`config.mk`:
```
export PLATFORM = sky130hd
export DESIGN_NAME = uart_rx_flat
export DESIGN_NICKNAME = d
export VERILOG_FILES = /design/src/rtl/uart_pkg.sv /design/src/rtl/uart_rx_if.sv /design/src/rtl/uart_rx_sync.sv /design/src/rtl/uart_rx.sv /design/src/flat_wrapper.sv
export SDC_FILE = /design/constraint.sdc
export NUM_CORES = 1
export LEC_CHECK = 0
export CELL_PAD_IN_SITES_DETAIL_PLACEMENT = 0
export CELL_PAD_IN_SITES_GLOBAL_PLACEMENT = 1
export CORE_UTILIZATION = 46
export CTS_CLUSTER_DIAMETER = 80
export DETAILED_ROUTE_END_ITERATION = 6
export PLACE_DENSITY = 0.75
export REMOVE_ABC_BUFFERS = 1
export SLEW_MARGIN = 40
export SYNTH_ARGS = -nofsm -noshare
export SYNTH_HDL_FRONTEND = slang
export SYNTH_SLANG_ARGS = --single-unit
export TNS_END_PERCENT = 1
```
`constraint.sdc`:
```
create_clock -name clk -period 2.1 [get_ports clk]
set_input_delay 0.315 -clock clk [delete_from_list [all_inputs] [get_ports clk]]
set_output_delay 0.315 -clock clk [all_outputs]
set_load 0.005 [all_outputs]
```
`src/rtl/uart_pkg.sv`:
```
// Shared UART definitions: FSM state encoding, frame length and baud divider
// arithmetic, used by both the receiver and the transmitter.
package uart_pkg;

  typedef enum logic [1:0] {
    ST_IDLE  = 2'd0,
    ST_START = 2'd1,
    ST_DATA  = 2'd2,
    ST_STOP  = 2'd3
  } uart_state_t;

  // start + 8 data + stop
  localparam int FRAME_BITS = 10;
  localparam int CNT_W      = 16;

  function automatic int calc_baud_div(input int clk_freq, input int baud_rate);
    return clk_freq / baud_rate;
  endfunction

  function automatic int calc_half(input int clk_freq, input int baud_rate);
    return (clk_freq / baud_rate) / 2;
  endfunction

endpackage

```
`src/rtl/uart_rx_if.sv`:
```
// Receiver output bundle: received byte, its strobe, busy flag and framing error.
interface uart_rx_if;
  logic [7:0] rx_data;
  logic       rx_valid;
  logic       rx_busy;
  logic       frame_err;

  modport master (output rx_data, rx_valid, rx_busy, frame_err);
  modport slave  (input  rx_data, rx_valid, rx_busy, frame_err);
endinterface

```
`src/rtl/uart_rx_sync.sv`:
```
// Two-flop resynchronizer for the asynchronous serial line. Resets to 1 so
// the line reads as idle while in reset.
module uart_rx_sync (
  input  logic clk,
  input  logic rst_n,
  input  logic d,
  output logic q
);

  logic meta;

  // two-stage capture of the raw line into the clk domain
  always_ff @(posedge clk or negedge rst_n) begin
    if (!rst_n) begin
      meta <= 1'b1;
      q    <= 1'b1;
    end else begin
      meta <= d;
      q    <= meta;
    end
  end

endmodule

```
`src/rtl/uart_rx.sv`:
```
// UART receiver, 8N1, LSB first.
// Optional build macro UART_RX_MAJORITY_EN: every start/data/stop sample is a
// 2-of-3 vote over three consecutive synchronized samples; the FSM then runs
// one cycle later than in the default build.
//
// state    | meaning
// ---------+-----------------------------------------------------------
// ST_IDLE  | waiting for a falling edge on an armed (seen-high) line
// ST_START | timing to mid start bit; high there means false start
// ST_DATA  | sampling 8 data bits at one-bit intervals into shreg
// ST_STOP  | sampling stop bit; 1 publishes the byte, 0 flags framing
module uart_rx
  import uart_pkg::*;
#(
  parameter int CLK_FREQ  = 100000000,
  parameter int BAUD_RATE = 115200
) (
  input  logic      clk,
  input  logic      rst_n,
  input  logic      rx,
  uart_rx_if.master rx_if
);

  localparam int BAUD_DIV = calc_baud_div(CLK_FREQ, BAUD_RATE);
  localparam int HALF     = calc_half(CLK_FREQ, BAUD_RATE);
  localparam logic [CNT_W-1:0] CNT_BIT  = CNT_W'(BAUD_DIV - 1);
  localparam logic [CNT_W-1:0] CNT_HALF = CNT_W'(HALF - 1);
  localparam logic [2:0]       LAST_BIT = 3'(FRAME_BITS - 3);

  logic rx_s;
  logic rx_line;
  logic rx_smp;

  uart_rx_sync u_sync (
    .clk   (clk),
    .rst_n (rst_n),
    .d     (rx),
    .q     (rx_s)
  );

`ifdef UART_RX_MAJORITY_EN
  logic rx_d1;
  logic rx_d2;

  // sample history for the vote; the FSM watches rx_d1 so the vote is
  // centred on the sample the FSM considers "current"
  always_ff @(posedge clk or negedge rst_n) begin
    if (!rst_n) begin
      rx_d1 <= 1'b1;
      rx_d2 <= 1'b1;
    end else begin
      rx_d1 <= rx_s;
      rx_d2 <= rx_d1;
    end
  end

  assign rx_line = rx_d1;
  assign rx_smp  = (rx_s & rx_d1) | (rx_s & rx_d2) | (rx_d1 & rx_d2);
`else
  assign rx_line = rx_s;
  assign rx_smp  = rx_s;
`endif

  uart_state_t      state, state_n;
  logic [CNT_W-1:0] cnt, cnt_n;
  logic [2:0]       bit_idx, bit_idx_n;
  logic [7:0]       shreg, shreg_n;
  logic [7:0]       rx_data_q, rx_data_n;
  logic             rx_valid_q, rx_valid_n;
  logic             frame_err_q, frame_err_n;
  logic             armed, armed_n;
  // The synchronizer reset value is not a real observation of the line, so
  // arming waits until the pipeline holds genuine samples.
  logic [2:0]       prime;

  // state and datapath registers
  always_ff @(posedge clk or negedge rst_n) begin
    if (!rst_n) begin
      state       <= ST_IDLE;
      cnt         <= '0;
      bit_idx     <= '0;
      shreg       <= '0;
      rx_data_q   <= 8'h00;
      rx_valid_q  <= 1'b0;
      frame_err_q <= 1'b0;
      armed       <= 1'b0;
      prime       <= '0;
    end else begin
      state       <= state_n;
      cnt         <= cnt_n;
      bit_idx     <= bit_idx_n;
      shreg       <= shreg_n;
      rx_data_q   <= rx_data_n;
      rx_valid_q  <= rx_valid_n;
      frame_err_q <= frame_err_n;
      armed       <= armed_n;
      prime       <= {prime[1:0], 1'b1};
    end
  end

  // next-state, bit timing and output pulse decisions
  always_comb begin
    state_n     = state;
    cnt_n       = cnt + 16'd1;
    bit_idx_n   = bit_idx;
    shreg_n     = shreg;
    rx_data_n   = rx_data_q;
    rx_valid_n  = 1'b0;
    frame_err_n = 1'b0;
    armed_n     = armed;
    case (state)
      ST_IDLE: begin
        cnt_n = '0;
        if (rx_line && prime[2]) armed_n = 1'b1;
        if (!rx_line && armed) state_n = ST_START;
      end
      ST_START: begin
        if (cnt == CNT_HALF) begin
          cnt_n = '0;
          if (rx_smp) begin
            state_n = ST_IDLE;
          end else begin
            state_n   = ST_DATA;
            bit_idx_n = '0;
          end
        end
      end
      ST_DATA: begin
        if (cnt == CNT_BIT) begin
          cnt_n     = '0;
          shreg_n   = {rx_smp, shreg[7:1]};
          bit_idx_n = bit_idx + 3'd1;
          if (bit_idx == LAST_BIT) state_n = ST_STOP;
        end
      end
      ST_STOP: begin
        if (cnt == CNT_BIT) begin
          cnt_n   = '0;
          state_n = ST_IDLE;
          if (rx_smp) begin
            rx_data_n  = shreg;
            rx_valid_n = 1'b1;
          end else begin
            // a low stop bit may be a break; require the line to go high
            // again before the next start bit is believed
            frame_err_n = 1'b1;
            armed_n     = 1'b0;
          end
        end
      end
      default: state_n = ST_IDLE;
    endcase
  end

  assign rx_if.rx_data   = rx_data_q;
  assign rx_if.rx_valid  = rx_valid_q;
  assign rx_if.frame_err = frame_err_q;
  assign rx_if.rx_busy   = (state != ST_IDLE);

endmodule

```
`src/flat_wrapper.sv`:
```
// flat-port wrapper written by rule: the top's interface ports become plain ports
module uart_rx_flat import uart_pkg::*;
#(
  parameter int CLK_FREQ  = 100000000,
  parameter int BAUD_RATE = 115200
)
  (clk, rst_n, rx, rx_if_rx_data, rx_if_rx_valid, rx_if_rx_busy, rx_if_frame_err);
  uart_rx_if rx_if_i ();
  input  logic clk;
  input  logic rst_n;
  input  logic rx;
  output wire logic [$bits(rx_if_i.rx_data)-1:0] rx_if_rx_data;
  output wire logic [$bits(rx_if_i.rx_valid)-1:0] rx_if_rx_valid;
  output wire logic [$bits(rx_if_i.rx_busy)-1:0] rx_if_rx_busy;
  output wire logic [$bits(rx_if_i.frame_err)-1:0] rx_if_frame_err;
  assign rx_if_rx_data = rx_if_i.rx_data;
  assign rx_if_rx_valid = rx_if_i.rx_valid;
  assign rx_if_rx_busy = rx_if_i.rx_busy;
  assign rx_if_frame_err = rx_if_i.frame_err;
  uart_rx #(.CLK_FREQ(CLK_FREQ), .BAUD_RATE(BAUD_RATE)) u_core (.clk(clk), .rst_n(rst_n), .rx(rx), .rx_if(rx_if_i));
endmodule
```
==> results of run 1 <==
[final cells by class]
class | count | area [um2] | area share (%)
Multi-Input combinational cell | 110 | 808 | 35.7
Inverter | 5 | 18.8 | 0.830
Sequential cell | 45 | 1130 | 49.9
Tap cell | 50 | 62.6 | 2.77
Clock inverter | 2 | 15.0 | 0.664
Clock buffer | 6 | 72.6 | 3.21
Timing Repair Buffer | 17 | 155 | 6.86
[registers in the layout, summed over array words and instances, names as in the netlist, named ones only]
signal,flops
u_core.bit_idx,3
u_core.cnt,16
u_core.shreg,8
u_core.armed,1
u_core.rx_if.rx_valid,1
u_core.u_sync.meta,1
u_core.rx_if.frame_err,1
u_core.state,1
u_core.prime,3
u_core.u_sync.q,1
u_core.rx_if.rx_data,8
[worst reg2reg max path, delay by kind of cell (launching register included)]
| kind | cells | cell delay [ns] |
|---|---|---|
| AND/OR/NAND/NOR | 3 | 1.04 |
| multiplexers | 1 | 0.37 |
| flip-flops | 1 | 0.45 |
[path summary, 6_finish.rpt]
| check | slack, ns | startpoint | endpoint | cells after the start |
|---|---|---|---|---|
| max in group asynchronous | 1.64 | rst_n | u_core.prime[0] | 2 |
| min in group clk | 0.35 | u_core.prime[0] | u_core.prime[1] | 0 |
| min reg2reg | 0.35 | u_core.prime[0] | u_core.prime[1] | 0 |
| max reg2reg | 0.13 | u_core.cnt[12] | u_core.rx_if.rx_data[2] | 4 |
| min | 0.07 | rst_n | u_core.cnt[13] | 2 |
| max | 0.13 | u_core.cnt[12] | u_core.rx_if.rx_data[2] | 4 |
[metrics by stage]
step / worst slack, ns / instance area (um2) / utilization [%]
floorplan: 0.248 / 1960 / -
global placement: 0.222 / 2170 / 53.6
detailed placement: 0.152 / 2170 / 53.6
CTS: 0.129 / 2260 / 55.7
global route: 0.0449 / 2260 / 55.7
finish: 0.134 / 2260 / 55.7
[metal layers]
metal	vias up	share of wire (%)	track usage [%]
met3	6	3.1	6.42
met5	-	0	0
met1	673	49	25.8
met4	0	1.7	8.24
li1	622	-	-
met2	14	46	25.9
[power by group]
group | total (uW) | switching (uW) | internal, uW | leakage [uW]
Clock | 531 | 296 | 234 | 0.0000374
Combinational | 236 | 131 | 105 | 0.000368
Sequential | 983 | 72.9 | 910 | 0.000603
Total | 1750 | 500 | 1250 | 0.00101
[cell usage in the layout (no fill, tap or decap), drive strengths merged, types with 2 or more instances in the layout]
master and count:
mux2 16, clkbuf 6, xnor2 10, nor2 19, clkinvlp 2, a22oi 2, clkdlybuf4s50 12, inv 5
nor4 6, xor2 2, or4 2, and3 2, ha 4, buf 5, or3 2, o31ai 3
nand3 7, nand4 6, o21ai 2, a22o 2, or2 2, nor3 4, nand2 6, dfrtp 43
dfstp 2, a21oi 5
[logic make-up (layout without fill, tap and decap cells)]
logic type / count (synthesis) / count (layout) / share of synthesized area, %
adder cells (fa/ha/maj): 4 / 4 / 2.53
XOR/XNOR: 12 / 12 / 5.32
AO/OA/AOI/OAI: 16 / 16 / 5.63
AND/OR/NAND/NOR: 61 / 61 / 18.1
multiplexers: 16 / 16 / 9.11
flip-flops: 45 / 45 / 57.1
other: 1 / 1 / 0.190
buffers and inverters: 10 / 30 / 2.02
==> impl_results.md, run 1 <==
- Status: finished, final reports clean
- Crit path capture type: flip-flop
- Worst clock skew: 0.00856 ns
- Max_slew headroom: 63.2%
- Inst Count DP: 227
- Post-route DRC: 0
- Cell variety after synth: 38
- Clk sinks: 45
- Row Count: 23
- EDFF count, synth: 0
- Bufs and invs on worst path: 0
- Hold buffers post-CTS: 0
- Filler instances: 338
- Top cells by count, synth: dfrtp_1 (43), nor2_1 (18), mux2_2 (16)
- Min Tclk post-route: 1.97 ns
- Worst slew pin tran: 0.552 ns
- Warnings, synthesis: 0
- # IOs: 14
- Initial antenna violation count: 0
- Die Y: 67.6 um
- CTS max path bufs: 2
- N_diodes: 0
- Kind of critical path: flip-flop to flip-flop
- Max stage delay cell, worst path: dfrtp_1
- Area grow syn2layout: 14.4%
- CORE AREA: 4060 um2
- # setup viols final: 0
- Total Routing Usage GR: 18.6%
- Setup TNS: 0 ns
- Crit path cell chain: nor4_2 -> and4_1 -> nand4_2 -> mux2_2
- Post-Syn Area per Cell: 12.0 um2
- Seq/Total Area, Yosys: 57.1%
- Total global routing overflow: 0
- Final period utilization: 93.6%
- Max-Cap Viols: 0
- Drt pass-1 iters: 4
- Avg WL per Cell: 15.2 um
- CTS root buf: clkbuf_8
- CTS tree: yes
- Vias in the first global route: 1223
- RePlAce Congestion: 0.809
- Total power: 1750 uW
- CP required: 2.29 ns
- PortBufs: 13
- Nets: 191
- Num CTS Buffers: 5
- First-pass GRT wire length: 5910 um
- H-tree levels: 2
- Largest net degree at the start of global routing: 46
- Reg clk slew, reported paths: 0.08 ns
- Share of flip-flops with an asynchronous set or reset: 100%
- Hold_ws: 0.0669 ns
- Slowest stage delay, CP: 0.45 ns
- Worst-path fanout max: 8
- Synthesized instance count: 165
- Die ar.: 4560 um2
- Worst hold path class: input port to asynchronous set/reset pin
- Initial core utilization: 48.7%
- CTS resizes: 0
- Startpoint types: flip-flop
- Post-CTS setup buffers: 0
- Die W: 67.6 um
- Maximum VDD drop: 0.406 mV
- Count leader, synth: dfrtp_1
- DR vias/cell: 5.60
- HPWL Detailed: 2450 um
- Synth area leader: dfrtp_1
- DRT iter0 DRCs: 78
- Layout cells sized above 1: 21.6%
- Yosys reg bits: 45
- Crit path DAT: 2.15 ns
- Final WL: 3580 um
- RSZ-0062 raised after global routing: no
- Cell family with most CP delay: simple AND/OR/NAND/NOR gates
- Vias: 1315
- Max Clock Freq: 0.509 GHz
- Most used flip-flop cell after synthesis: dfrtp_1
- Post-Layout Cell Count: 235
- Pwr Density: 774 nW/um2
- Slew Viols, Final: 0
- Leakage dissipation: 0.00101 uW
- Synth top area cells: dfrtp_1 (54%), mux2_2 (9.1%), xnor2_1 (4.4%), nor2_1 (3.4%), dfstp_2 (2.7%)
- Post-synth top area share: 54.4%
- Synth Cell Area: 1980 um2
- Worst skew pair latency: 0.30 ns
- Final Hold Vio Count: 0
- Routed Antenna Nets: 0
Power figures use the tool's default switching activity.
==> run 2, diff against run 1 <==
Settings changed: CAP_MARGIN set to 20.
==> results of run 2 <==
The final DEF is identical to that of run 1; final timing and power are the same.
